==> src/rtl/uart_tx.sv <==
// UART transmitter with a one-entry holding register, 8N1 framing.
// Define UART_TX_PARITY_EN to insert an even-parity bit before the stop bit.
module uart_tx #(
  parameter int unsigned CLKS_PER_BIT = 8474
) (
  input  logic       clk,
  input  logic       rstn,
  input  logic       i_tvalid,
  input  logic [7:0] i_tdata,
  output logic       o_tready,
  output logic       o_uart_tx,
  output logic       o_busy
);

  localparam logic [2:0] IDLE   = 3'd0;
  localparam logic [2:0] START  = 3'd1;
  localparam logic [2:0] DATA   = 3'd2;
`ifdef UART_TX_PARITY_EN
  localparam logic [2:0] PARITY = 3'd3;
`endif
  localparam logic [2:0] STOP   = 3'd4;

  localparam logic [15:0] BAUD_LAST = 16'(CLKS_PER_BIT - 1);

  logic [2:0]  state_q, state_d;
  logic        full_q, full_d;
  logic [7:0]  hold_q, hold_d;
  logic [7:0]  shift_q, shift_d;
  logic [15:0] baud_q, baud_d;
  logic [2:0]  bit_q, bit_d;
  logic        tx_q, tx_d;
`ifdef UART_TX_PARITY_EN
  logic        parity_q, parity_d;
`endif

  logic accept;
  logic load;
  logic baud_last;

  assign accept    = i_tvalid && !full_q;
  assign baud_last = (baud_q == BAUD_LAST);

  assign o_tready  = !full_q;
  assign o_uart_tx = tx_q;
  assign o_busy    = (state_q != IDLE) || full_q;

  always_comb begin
    state_d = state_q;
    full_d  = full_q;
    hold_d  = hold_q;
    shift_d = shift_q;
    baud_d  = baud_q;
    bit_d   = bit_q;
    tx_d    = tx_q;
    load    = 1'b0;
`ifdef UART_TX_PARITY_EN
    parity_d = parity_q;
`endif

    if (accept) begin
      hold_d = i_tdata;
      full_d = 1'b1;
    end

    case (state_q)
      IDLE: begin
        tx_d   = 1'b1;
        baud_d = '0;
        bit_d  = '0;
        if (full_q) load = 1'b1;
      end
      default: begin
        if (!baud_last) begin
          baud_d = baud_q + 16'd1;
        end else begin
          baud_d = '0;
          case (state_q)
            START: begin
              state_d = DATA;
              bit_d   = '0;
              tx_d    = shift_q[0];
            end
            DATA: begin
              if (bit_q == 3'd7) begin
`ifdef UART_TX_PARITY_EN
                state_d = PARITY;
                tx_d    = parity_q;
`else
                state_d = STOP;
                tx_d    = 1'b1;
`endif
              end else begin
                bit_d   = bit_q + 3'd1;
                shift_d = shift_q >> 1;
                tx_d    = shift_q[1];
              end
            end
`ifdef UART_TX_PARITY_EN
            PARITY: begin
              state_d = STOP;
              tx_d    = 1'b1;
            end
`endif
            STOP: begin
              // A held byte chains straight into the next start bit.
              if (full_q) begin
                load = 1'b1;
              end else begin
                state_d = IDLE;
                tx_d    = 1'b1;
              end
            end
            default: begin
              state_d = IDLE;
              tx_d    = 1'b1;
            end
          endcase
        end
      end
    endcase

    // load only fires with full set, so it never collides with an accept
    if (load) begin
      shift_d = hold_q;
      full_d  = 1'b0;
      state_d = START;
      tx_d    = 1'b0;
      baud_d  = '0;
      bit_d   = '0;
`ifdef UART_TX_PARITY_EN
      parity_d = ^hold_q;
`endif
    end
  end

  always_ff @(posedge clk or negedge rstn) begin
    if (!rstn) begin
      state_q <= IDLE;
      full_q  <= 1'b0;
      hold_q  <= '0;
      shift_q <= '0;
      baud_q  <= '0;
      bit_q   <= '0;
      tx_q    <= 1'b1;
`ifdef UART_TX_PARITY_EN
      parity_q <= 1'b0;
`endif
    end else begin
      state_q <= state_d;
      full_q  <= full_d;
      hold_q  <= hold_d;
      shift_q <= shift_d;
      baud_q  <= baud_d;
      bit_q   <= bit_d;
      tx_q    <= tx_d;
`ifdef UART_TX_PARITY_EN
      parity_q <= parity_d;
`endif
    end
  end

endmodule

==> config.mk <==
export PLATFORM = sky130hd
export DESIGN_NAME = uart_tx
export DESIGN_NICKNAME = d
export VERILOG_FILES = /design/src/rtl/uart_tx.sv
export SDC_FILE = /design/constraint.sdc
export NUM_CORES = 1
export LEC_CHECK = 0
export ABC_CLOCK_PERIOD_IN_PS = 3800
export CELL_PAD_IN_SITES_DETAIL_PLACEMENT = 1
export CELL_PAD_IN_SITES_GLOBAL_PLACEMENT = 1
export CORE_MARGIN = 2
export CORE_UTILIZATION = 35
export CTS_BUF_LIST = sky130_fd_sc_hd__clkbuf_8 sky130_fd_sc_hd__clkbuf_16
export DETAILED_ROUTE_END_ITERATION = 16
export GPL_TIMING_DRIVEN = 0
export PLACE_DENSITY_LB_ADDON = 0.1
export SLEW_MARGIN = 20
export SYNTH_ARGS = -nofsm -noshare
export SYNTH_HDL_FRONTEND = slang
export SYNTH_SLANG_ARGS = --single-unit
==> constraint.sdc <==
create_clock -name clk -period 3.8 [get_ports clk]
set_clock_uncertainty 0.2 [all_clocks]
set_input_delay 0.95 -clock clk [delete_from_list [all_inputs] [get_ports clk]]
set_output_delay 0.95 -clock clk [all_outputs]
set_load 0.02 [all_outputs]
==> results of run 1 <==
## power by group through the flow
| stage | clock (mW) | sequential (mW) | combinational, mW |
|---|---|---|---|
| after floorplan | 0 | 0.635 | 0.224 |
| after global placement | 0 | 0.655 | 0.305 |
| after detailed placement | 0 | 0.660 | 0.319 |
| after CTS | 0.363 | 0.650 | 0.321 |
| after global routing | 0.387 | 0.670 | 0.355 |
| final | 0.350 | 0.649 | 0.315 |
## cell families after synthesis
logic type | count (synthesis)
buf+inv | 19
mux | 8
fa+ha+maj | 4
flops | 40
xor+xnor | 14
simple gates | 70
compound gates | 32
## cell usage in the layout (no fill, tap or decap), types with 4 or more instances in the layout
cell,n
dfrtp_1,39
nor2_1,23
inv_1,12
clkdlybuf4s50_1,12
nand2_1,10
xnor2_1,9
clkbuf_1,7
mux2_2,7
a2111oi_0,7
o21ai_0,7
nand4_1,6
nand3_1,6
a221oi_1,6
nor4_1,5
nor3_1,5
xor2_1,5
clkbuf_8,5
nand2b_1,4
ha_1,4
## through the flow
step | worst slack (ns) | std cells | hold slack, ns | power (mW)
2_1_floorplan | 1.59 | 187 | 0.276 | 0.859
3_3_place_gp | 0.548 | 272 | 0.279 | 0.960
3_5_place_dp | 1.04 | 273 | 0.283 | 0.979
4_1_cts | 0.718 | 281 | 0.296 | 1.33
5_1_grt | 0.641 | 281 | 0.315 | 1.41
6_report | 0.732 | 281 | 0.291 | 1.31
## registers in the layout, summed over array words and instances, names as in the netlist
| register | count |
|---|---|
| full_q | 1 |
| state_q | 3 |
| shift_q | 8 |
| baud_q | 16 |
| bit_q | 3 |
| hold_q | 8 |
| o_uart_tx | 1 |
## cell type report
type                       count  area, um2
timing repair buffer          14        145
inverter                      12       45.0
tap                           72       90.1
multi-input combinational    128        871
clock inverter                 3       42.5
clock buffer                   5       68.8
sequential                    40       1000
buffer                         7       26.3
fill                         603       3150
## metal layers
layer,wire length [um],vias to the layer above,part of all wire
met1,2150,750,0.50
met5,0,-,0
li1,-,715,-
met2,1980,28,0.46
met4,53,0,0.012
met3,131,4,0.030
## worst register-to-register path: stages (launching register included)
cell and delay, ns:
dfrtp_1 0.46, ha_1 0.24, and4_1 0.19, nand4_2 0.17, clkbuf_1 0.38, clkbuf_1 0.38
o21ai_0 0.16, mux2i_1 0.14
## how the worst min path moves through the flow
stage,endpoint,slack [ns],cells after the start
floorplan,hold_q[0],0.28,1
global placement,o_uart_tx,0.28,2
detailed placement,o_uart_tx,0.28,2
CTS,o_uart_tx,0.30,2
global route,o_uart_tx,0.32,2
finish,o_uart_tx,0.29,2
==> flow_metrics.py, run 1 <==
metrics = {
    "status": {
        "status": "completed",
    },
    "floorplan": {
        "rows": 27,
        "initial_core_util": 0.357,
        "dieArea_um2": 6170,
        "die_w_um": 78.5,
        "boundaryPins": 14,
        "core_um2": 5440,
        "die-height_um": 78.5,
    },
    "detailed_routing": {
        "wl_per_cell_um": 15.3,
        "wl_mm": 4.31,
        "num_vias": 1497,
        "first_pass_iters": 4,
        "dr.first_iter.drc_count": 97,
        "remaining_drc_errors": 0,
        "antenna_left": 0,
        "viasPerCell": 5.33,
    },
    "worst_setup_path": {
        "worst_ep_required_time_ns": 2.65,
        "worst_r2r_path_depth": 7,
        "critPathKind": "register to output port",
        "critPathMaxStageDelay_ns": 0.53,
        "reg2reg_from": "baud_q[0]",
        "path_buf_inv": 1,
        "crit_path_top_delay_cell": "clkdlybuf4s50_1",
        "start_kind": "register",
        "rr_endpoint": "shift_q[7]",
        "crit_path_end_kind": "output port",
        "cp_top_family": "simple AND/OR/NAND/NOR gates",
        "crit_end": "o_busy",
        "r2r_slack_ns": 1.41,
        "arrival_ns": 1.92,
        "crit_path_max_fanout": 7,
        "crit_start": "state_q[2]",
        "crit_chain": "or3_1 -> nand2b_1 -> clkdlybuf4s50_1",
        "path_depth": 3,
    },
    "placement": {
        "dpl-instance-area_um2": 2180,
        "portBuffers": 13,
        "dp_hpwl_mm": 3.17,
        "place_congestion": 0.780,
    },
    "hold_path": {
        "hp-class": "register to register",
        "holdCritStartpoint": "o_uart_tx",
    },
    "grt": {
        "grt_use_met2": 0.245,
        "grt_pass1_vias": 1557,
        "grt_pass1_wl_mm": 7.62,
        "grt_usage": 0.159,
        "grt_use_met1": 0.213,
        "grt_antenna_before_repair": 0,
        "grt_busiest_layer": "met2",
        "met3_usage": 0.0483,
        "overflow": 0,
        "grt_start_max_net_pins": 24,
    },
    "yosys": {
        "async_reset_ff_frac": 1.00,
        "yosysWarnings": 0,
        "ys_seq_area_frac": 0.515,
        "synth-edff-count": 0,
        "synth_mux_area_frac": 0.0457,
        "synth_simple_gate_area_frac": 0.186,
        "syn_nets": 202,
        "synth_compound_area_frac": 0.127,
        "synth_area_um2": 1940,
        "syn_inst": 187,
        "yosysTopAreaCellShare": 0.502,
        "yosysTopAreaCell": "dfrtp_1",
        "avgSynthCellArea_um2": 10.4,
        "ys_seq_elements": 40,
        "yosysMostFrequentCell": "dfrtp_1",
        "synthTopCellsByArea": "dfrtp_1, nor2_1, mux2_2, xnor2_1, a2111oi_0",
        "synth_top_family_by_area": "simple AND/OR/NAND/NOR gates",
        "yosys_most_used_dff": "dfrtp_1",
        "synth-xor-area-share": 0.0631,
        "synthAdderAreaFrac": 0.0257,
        "ys_top_cells_by_count": "dfrtp_1, nor2_1, inv_1",
        "synthDistinctLibCells": 37,
    },
    "power": {
        "combPwrFrac": 0.240,
        "pwr-share-seq": 0.494,
        "sw_frac_of_total": 0.313,
        "switchingPower_mw": 0.412,
        "p_per_area_nw_per_um2": 574,
        "ir_worst_vdd_mv": 0.269,
        "clock_power_share": 0.266,
        "internal-power_mw": 0.903,
        "p_leak_nw": 0.946,
    },
    "clocking": {
        "cts_tree": "built",
        "cts_max_level": 2,
        "clock-root-buffer": "clkbuf_8",
        "cts_sinks": 40,
        "postCtsSetupBuffers": 0,
        "cts.clk_slew.worst_paths_ns": 0.08,
        "cts_hold_buf": 0,
        "cts-resized-gates": 0,
        "clock_latency_ns": 0.30,
        "cts_buffer_depth": 2,
        "cts_buffers": 5,
    },
    "sta": {
        "tns_ns": 0,
        "hold_viol": 0,
        "rsz0062_at_grt": "no",
        "relSlewSlack": 0.592,
        "worst_pin_slew_ns": 0.608,
        "slew_viol_final": 0,
        "setup_viol": 0,
        "fin_crit_sh": 0.807,
        "fin_crit_ns": 3.07,
        "fmax_mhz": 326,
    },
    "finish": {
        "area_growth_pct": 17.8,
        "final_area_um2": 2290,
        "antennaDiodeCount": 0,
        "utilization": 0.421,
        "drive_above_1_share": 0.100,
        "final_nets": 223,
    },
    "job": {
        "cap_violations": 0,
    },
}
(Power assumes the default switching activity.)
==> run 2, diff against run 1 <==
ABC_CLOCK_PERIOD_IN_PS = 3000   (was 3800)
clock period = 3 ns   (was 3.8 ns; I/O delays follow)
==> results of run 2 <==
Same layout as run 1 (identical final DEF). Status: completed.
Main changes from that run: setup slack after placement 1.04 ns -> 0.443 ns; setup slack after layout 0.732 ns -> 0.132 ns; hold slack 0.291 ns -> 0.187 ns; register-to-register setup slack 1.41 ns -> 0.61 ns; total power 1.31 mW -> 1.67 mW; worst IR drop on VDD 0.269 mV -> 0.341 mV
